==> config.mk <==
export PLATFORM = sky130hd
export DESIGN_NAME = multicycle_seq
export DESIGN_NICKNAME = d
export VERILOG_FILES = /design/src/rtl/multicycle_pkg.sv /design/src/rtl/multicycle_seq_wait_timer.sv /design/src/rtl/multicycle_seq.sv
export SDC_FILE = /design/constraint.sdc
export NUM_CORES = 1
export LEC_CHECK = 0
export CAP_MARGIN = 10
export CORE_MARGIN = 5
export CORE_UTILIZATION = 40
export CTS_CLUSTER_DIAMETER = 80
export DETAILED_ROUTE_END_ITERATION = 8
export PLACE_DENSITY = 0.7
export SLEW_MARGIN = 25
export SYNTH_ARGS = -nofsm -noshare
export SYNTH_HDL_FRONTEND = slang
export SYNTH_SLANG_ARGS = --single-unit
==> constraint.sdc <==
create_clock -name clk -period 1.36 [get_ports clk]
set_input_delay 0.272 -clock clk [delete_from_list [all_inputs] [get_ports clk]]
set_output_delay 0.272 -clock clk [all_outputs]
set_load 0.01 [all_outputs]
==> src/rtl/multicycle_pkg.sv <==
`default_nettype none
// +----------------------------------------------------------------------+
// | Module  : multicycle_pkg                                             |
// | Brief   : State encoding and opcode constants for multicycle_seq     |
// | Revision: 1.0                                                        |
// +----------------------------------------------------------------------+
package multicycle_pkg;

    typedef enum logic [2:0] {
        FETCH  = 3'd0,
        DECODE = 3'd1,
        EXEC   = 3'd2,
        MEM    = 3'd3,
        WB     = 3'd4
    } state_t;

    localparam logic [2:0] OP_LW   = 3'b000;
    localparam logic [2:0] OP_SW   = 3'b001;
    localparam logic [2:0] OP_J    = 3'b010;
    localparam logic [2:0] OP_ADD  = 3'b011;
    localparam logic [2:0] OP_ADDI = 3'b100;
    localparam logic [2:0] OP_SUB  = 3'b101;

    // Opcodes 110 and 111 are unassigned.
    function automatic logic is_illegal(input logic [2:0] op);
        return op[2] & op[1];
    endfunction

endpackage
`default_nettype wire

==> src/rtl/multicycle_seq_wait_timer.sv <==
`default_nettype none
// +----------------------------------------------------------------------+
// | Module  : wait_timer                                                 |
// | Brief   : Counts memory-request wait cycles, flags expiry at         |
// |           TIMEOUT-1                                                  |
// | Revision: 1.0                                                        |
// +----------------------------------------------------------------------+
module wait_timer #(
    parameter int TIMEOUT = 16
) (
    input  logic clk,
    input  logic rst,
    input  logic clr,
    input  logic en,
    output logic expire
);

    localparam logic [7:0] LAST = 8'(TIMEOUT - 1);

    logic [7:0] r_count;

    // Wait counter: clear has priority over counting.
    always_ff @(posedge clk) begin
        if (rst || clr) begin
            r_count <= 8'd0;
        end else if (en) begin
            r_count <= r_count + 8'd1;
        end
    end

    assign expire = (r_count == LAST);

endmodule
`default_nettype wire

==> src/rtl/multicycle_seq.sv <==
`default_nettype none
// +----------------------------------------------------------------------+
// | Module  : multicycle_seq                                             |
// | Brief   : Multicycle CPU control sequencer with memory timeout       |
// | Revision: 1.0                                                        |
// +----------------------------------------------------------------------+
module multicycle_seq
    import multicycle_pkg::*;
#(
    parameter int TIMEOUT = 16
) (
    input  logic       clk,
    input  logic       rst,
    input  logic [2:0] opcode,
    input  logic       mem_ack,
    output logic       mem_req,
    output logic       mem_we,
    output logic       iord,
    output logic       ir_write,
    output logic       pc_write,
    output logic       jmp,
    output logic       alu_src,
    output logic       mem_to_reg,
    output logic       reg_write,
    output logic       alu_op,
    output logic       instr_done,
    output logic       illegal,
    output logic       mem_err,
    output logic [2:0] state
);

    state_t     r_state;
    state_t     w_next;
    logic [2:0] r_op;
    logic       w_expire;
    logic       w_clr;
    logic       w_en;
    logic       w_in_mem;

    // Timer only runs in the two request states; any ack or expiry ends the wait.
    assign w_in_mem = (r_state == FETCH) || (r_state == MEM);
    assign w_clr    = !w_in_mem || mem_ack || w_expire;
    assign w_en     = mem_req && !mem_ack;

    wait_timer #(
        .TIMEOUT (TIMEOUT)
    ) u_wait_timer (
        .clk    (clk),
        .rst    (rst),
        .clr    (w_clr),
        .en     (w_en),
        .expire (w_expire)
    );

    // State register.
    always_ff @(posedge clk) begin
        if (rst) begin
            r_state <= FETCH;
        end else begin
            r_state <= w_next;
        end
    end

    // Opcode latch: captured in DECODE so later input changes cannot disturb the instruction.
    always_ff @(posedge clk) begin
        if (rst) begin
            r_op <= 3'd0;
        end else if (r_state == DECODE) begin
            r_op <= opcode;
        end
    end

    // Next-state logic; ack beats a coincident timeout.
    always_comb begin
        w_next = r_state;
        case (r_state)
            FETCH: begin
                if (mem_ack)       w_next = DECODE;
                else if (w_expire) w_next = FETCH;
            end
            DECODE: begin
                w_next = is_illegal(opcode) ? FETCH : EXEC;
            end
            EXEC: begin
                if (r_op == OP_J)                         w_next = FETCH;
                else if (r_op == OP_LW || r_op == OP_SW)  w_next = MEM;
                else                                      w_next = WB;
            end
            MEM: begin
                if (mem_ack)       w_next = (r_op == OP_LW) ? WB : FETCH;
                else if (w_expire) w_next = FETCH;
            end
            WB:      w_next = FETCH;
            default: w_next = FETCH;
        endcase
    end

    // Output decode; everything is held low while reset is asserted.
    always_comb begin
        mem_req    = 1'b0;
        mem_we     = 1'b0;
        iord       = 1'b0;
        ir_write   = 1'b0;
        pc_write   = 1'b0;
        jmp        = 1'b0;
        alu_src    = 1'b0;
        mem_to_reg = 1'b0;
        reg_write  = 1'b0;
        alu_op     = 1'b0;
        instr_done = 1'b0;
        illegal    = 1'b0;
        mem_err    = 1'b0;
        if (!rst) begin
            case (r_state)
                FETCH: begin
                    mem_req = 1'b1;
                    if (mem_ack) begin
                        ir_write = 1'b1;
                        pc_write = 1'b1;
                    end else if (w_expire) begin
                        mem_err = 1'b1;
                    end
                end
                DECODE: begin
                    illegal = is_illegal(opcode);
                end
                EXEC: begin
                    if (r_op == OP_J) begin
                        jmp        = 1'b1;
                        pc_write   = 1'b1;
                        instr_done = 1'b1;
                    end else begin
                        alu_src = (r_op != OP_ADD) && (r_op != OP_SUB);
                        alu_op  = (r_op == OP_SUB);
                    end
                end
                MEM: begin
                    mem_req = 1'b1;
                    iord    = 1'b1;
                    alu_src = 1'b1;
                    if (mem_ack) begin
                        mem_we     = (r_op == OP_SW);
                        instr_done = (r_op == OP_SW);
                    end else if (w_expire) begin
                        mem_err = 1'b1;
                    end else begin
                        mem_we = (r_op == OP_SW);
                    end
                end
                WB: begin
                    reg_write  = 1'b1;
                    instr_done = 1'b1;
                    mem_to_reg = (r_op == OP_LW);
                    alu_src    = (r_op != OP_ADD) && (r_op != OP_SUB);
                    alu_op     = (r_op == OP_SUB);
                end
                default: ;
            endcase
        end
    end

    assign state = rst ? FETCH : r_state;

endmodule
`default_nettype wire

==> flow_summary.ini, run 1 <==
[place]
io_buffers = 21
gp_congestion = 0.837
hpwlAfterDp_mm = 2.01
dp.cells = 184
dp_slack_ns = -0.789

[clock_network]
cts_made_buffers = 3
clockRootBuffer = clkbuf_4
clkSlewWorstSetupHoldPaths_ns = 0.10
cts_tree = done
clk-insertion-delay-late_ns = 0.30
clockBufferDepth = 2
clkSinkCount = 14
htree_num_levels = 1

[grt]
grt_start_max_net_pins = 9
grt_pass1_wl_mm = 5.82
grt.total_usage_pct = 23.2
grt_overflow = 0
antenna_found_initial = 0
grt_pass1_vias = 1209

[run]
drv_cap = 0

[critical_path]
worstPathArrival_ns = 1.60
max_stage_delay_ns = 0.56
r2r_end = u_wait_timer.r_count[7]
crit_fanout = 2
ff2ff_setup_slack_ns = -0.39
criticalPathCategory = flop to output port
worstPathRequired_ns = 1.09
crit_family = simple AND/OR/NAND/NOR gates
path_cells = or4_4 > nor3_4 > nor2b_4 > buf_6
worst-path-buf-inv = 1
r2r-start = u_wait_timer.r_count[4]
rr_worst_depth = 7
crit_slowest_cell = or4_4
critPathLaunchType = flop
cp-end-kind = output port

[synthesis]
ys_types = 37
synth_top_area_share_pct = 32.5
synth.area.top_cells = dfxtp_1 (33%), mux2i_1 (4.6%), nor2b_1 (3.6%)
synthCells = 101
synth_common_cells = dfxtp_1 (14), nand2_1 (7), nor2_1 (7), inv_1 (6), nor3_1 (6)
yosysMostFrequentCell = dfxtp_1
yosys.area.top_type = dfxtp_1
ys_warn_count = 0
ys.flop_type = dfxtp_1
synth-edff-count = 0
postSynth.asyncResetShare_pct = 0
seq_area_frac_synth_pct = 32.5
ys_ff_latch = 14
synth_nets = 108
synth.avg_cell_area_sq_um = 8.54
syn-cell-area_sq_um = 862

[floorplanning]
initial_core_util_pct = 43.1
die_area_sq_um = 3180
ios = 22
dieWidth_um = 56.4
rows = 16
dieHeight_um = 56.4
core_sq_um = 2000

[timing]
rsz0062_at_grt = true
fin_setup_tns_ns = -8.70
finalCritPeriodShare_pct = 137
timing.final.crit_period_ns = 1.87
fmax_mhz = 535
worst_pin_slew_ns = 0.346
hold_slack_ns = 0.560
drv_slew = 0
finalClockSkew_ns = 0.00459
setup_viol = 29
slew_headroom_pct = 76.9
hold_viol = 0
timing.final.ws_setup_ns = -0.508

[drt]
finalWirelength_mm = 4.41
drc = 0
ant_nets = 0
via_count = 1192
first_pass_iters = 4
drt-initial-drc-count = 63
vias_per_cell = 5.76
wl_per_cell_um = 21.3

[finish]
fillerInstances = 68
drive_gt1_share_pct = 66.7
utilization_pct = 92.8
diodes = 0
area_growth_pct = 115
fin_cells = 207
nets = 188

[hold_path]
hold_path.startpoint = u_wait_timer.r_count[0]
hold_path_class = flop to flop
holdPathEnd = u_wait_timer.r_count[0]
min_path_cells = 2

[power_and_ir_drop]
ir_drop_mv = 0.882
power_density_nw_per_um2 = 721
cellLeakagePower_uw = 0.000774

[outcome]
violations = setup timing
status = finished, violations left
## logic make-up after synthesis
group,synth area share [%]
buffers and inverters,5.80
XOR/XNOR,4.06
adder cells (fa/ha/maj),1.45
multiplexers,4.64
AND/OR/NAND/NOR,34.7
AO/OA/AOI/OAI,16.8
flip-flops,32.5
## routing by layer
layer / global-route usage, % / share of wire (%)
met1: 27.2 / 38
met4: 10.2 / 3.4
met3: 5.73 / 7.7
met2: 39.6 / 51
met5: 0 / 0
## power by group
group | leakage [uW] | internal (uW) | total [uW] | switching [uW]
Clock | 0.0000210 | 163 | 326 | 163
Sequential | 0.000119 | 428 | 473 | 45.6
Combinational | 0.000634 | 304 | 539 | 234
## state kept, by name, indices dropped and copies added, names as in the netlist
signal,cells
r_op,3
r_state,3
u_wait_timer.r_count,8
## cell usage in the layout, fill, tap and decap left out, types with 4 or more instances in the layout
cell type	count
inv_1	5
mux2i_1	4
buf_2	7
nor2_1	5
dfxtp_1	6
nor2b_4	5
nand2_1	5
dfxtp_4	6
buf_6	30
nor3_2	5
buf_4	35
nand3_1	4
## how the worst max path moves through the flow
stage                            startpoint      end  slack, ns  cells past startpoint
floorplan           u_wait_timer.r_count[7]  mem_err      -0.09                      3
finish              u_wait_timer.r_count[4]  mem_err      -0.51                      4
global route        u_wait_timer.r_count[4]  mem_err      -0.57                      4
global placement                        rst   mem_we      -0.72                      6
CTS                 u_wait_timer.r_count[4]  mem_err      -0.53                      4
detailed placement                      rst   mem_we      -0.79                      6
## worst min-delay path: stages (launching register included)
cell	delay (ns)
dfxtp_1	0.36
buf_4	0.13
nor3_2	0.04
## cell type report
type                    instances  area, sq um  area share (%)
clock buffers                   4         36.3            1.95
inverters                       6         22.5            1.21
multi-input cells              77          736            39.6
flip-flops and latches         14          305            16.4
well taps                      27         33.8            1.82
repair buffers                 79          723            38.9
## per-stage QoR
step                total power [uW]  instance area [sq um]
floorplan                        636                    932
global placement                 814                   1450
detailed placement               823                   1450
CTS                             1220                   1710
global route                    1390                   1860
finish                          1340                   1860
## what timing repair did
action	in CTS	in global routing
hold buffers	0	0
setup endpoints to repair	28	27
buffers inserted	12	11
resized for setup	119	23
pin swaps	16	9
Note: power is estimated with default switching activity, not from simulation.
==> run 2: changes to the inputs <==
Settings changed: CORE_UTILIZATION 40 to 35, PLACE_DENSITY 0.7 to default.
==> run 2 against run 1 <==
Effect of this change: the flow still finishes with violations (setup timing); highest routed layer unchanged; flip-flop and latch count did not move; wire length shrank 32%; global-route usage is 5.7 points lower; critical path type unchanged.
==> flow_summary.ini, run 2 (synthesized netlist as in run 1, its figures left out) <==
[run]
drv_cap = 0

[critical_path]
cp-end-kind = output port
worstPathArrival_ns = 1.62
critPathLaunchType = flop
crit_fanout = 2
criticalPathCategory = flop to output port
worstPathRequired_ns = 1.09

[grt]
grt_pass1_vias = 1054
grt_start_max_net_pins = 9
antenna_found_initial = 0
grt_overflow = 0
grt.total_usage_pct = 17.5
grt_pass1_wl_mm = 4.70

[clock_network]
clkSinkCount = 14
cts_tree = done
htree_num_levels = 1
cts_made_buffers = 3
clkSlewWorstSetupHoldPaths_ns = 0.09
clk-insertion-delay-late_ns = 0.28
clockRootBuffer = clkbuf_4
clockBufferDepth = 2

[timing]
finalClockSkew_ns = 0.00957
hold_viol = 0
fin_setup_tns_ns = -6.97
slew_headroom_pct = 79.5
timing.final.ws_setup_ns = -0.533
hold_slack_ns = 0.526
setup_viol = 24
fmax_mhz = 528
finalCritPeriodShare_pct = 139
timing.final.crit_period_ns = 1.89
drv_slew = 0
worst_pin_slew_ns = 0.307
rsz0062_at_grt = true

[floorplanning]
dieWidth_um = 59.6
dieHeight_um = 59.6
core_sq_um = 2410
die_area_sq_um = 3560
initial_core_util_pct = 35.8
ios = 22
rows = 18

[finish]
layout_common_cells = buf_4 (35), buf_6 (20), buf_2 (10)
area_growth_pct = 103
final_common_cell = buf_4
drive_gt1_share_pct = 65.7
regMostFlops = u_wait_timer.r_count
diodes = 0
nets = 180
reg.largest.list = u_wait_timer.r_count: 8 flops, r_op: 3 flops, r_state: 3 flops
largest_reg_flops = 8

[power_and_ir_drop]
cellLeakagePower_uw = 0.000720
ir_drop_mv = 0.642
p_total_uw = 1250
power_density_nw_per_um2 = 714

[place]
hpwlAfterDp_mm = 1.91
dp_slack_ns = -0.718
gp_congestion = 0.779
io_buffers = 21

[drt]
drc = 0
ant_nets = 0
first_pass_iters = 4
vias_per_cell = 4.95
via_count = 999
drt-initial-drc-count = 17
wl_per_cell_um = 14.9
finalWirelength_mm = 3.01

[hold_path]
hold_path_class = flop to flop

[outcome]
violations = setup timing
status = finished, violations left
-- run 2: cell types whose count changed in the layout (fill, tap and decap cells not counted), sizes merged --
cell           previous run  this run
buf                      74        66
clkdlybuf4s50             3         4
dlygate4sd2               2         1
-- run 2: final timing paths --
kind,start,to,slack (ns),cells past startpoint
setup / recovery,u_wait_timer.r_count[7],mem_we,-0.53,5
hold / removal,u_wait_timer.r_count[0],u_wait_timer.r_count[0],0.53,2
setup reg to reg,u_wait_timer.r_count[7],u_wait_timer.r_count[2],-0.27,6
hold reg to reg,u_wait_timer.r_count[0],u_wait_timer.r_count[0],0.53,2
-- run 2: stage by stage --
stage	instance area, sq um	cells	utilization [%]
3_3_place_gp	1420	184	58.9
5_1_grt	1750	202	72.5
2_1_floorplan	932	101	-
6_report	1750	202	72.5
3_5_place_dp	1420	184	58.9
4_1_cts	1590	199	65.9
-- run 2: layout make-up --
class,count,area [sq um]
tap,30,37.5
fill,175,663
inverter,6,22.5
sequential,14,302
timing repair buffer,71,607
clock buffer,4,36.3
multi-input combinational,77,742
-- run 2: what timing repair did --
item | in CTS | in global routing
resized for setup | 99 | 30
pin swaps | 10 | 13
endpoints found under the hold margin | 0 | 0
setup endpoints to repair | 26 | 29
buffers inserted | 11 | 6
hold buffers | 0 | 0
gates cloned | 0 | 0
-- run 2: power by group --
part	total [uW]	leakage (uW)	internal (uW)	switching (uW)
Sequential	460	0.000118	428	31.6
Combinational	495	0.000580	284	212
Clock	293	0.0000210	163	130
Total	1250	0.000720	874	373
-- run 2: routing by layer --
metal	track usage [%]	vias up	wire, um
met4	6.33	0	63
met2	31.8	23	1600
met1	20.6	460	1230
li1	-	508	-
met3	2.61	8	110
met5	0	-	0
-- run 2: worst max-delay path, cell delays in order, from the launching register on --
cell	delay (ns)
dfxtp_2	0.33
or4_4	0.56
nor3_4	0.16
buf_4	0.14
nor2_2	0.03
buf_2	0.13
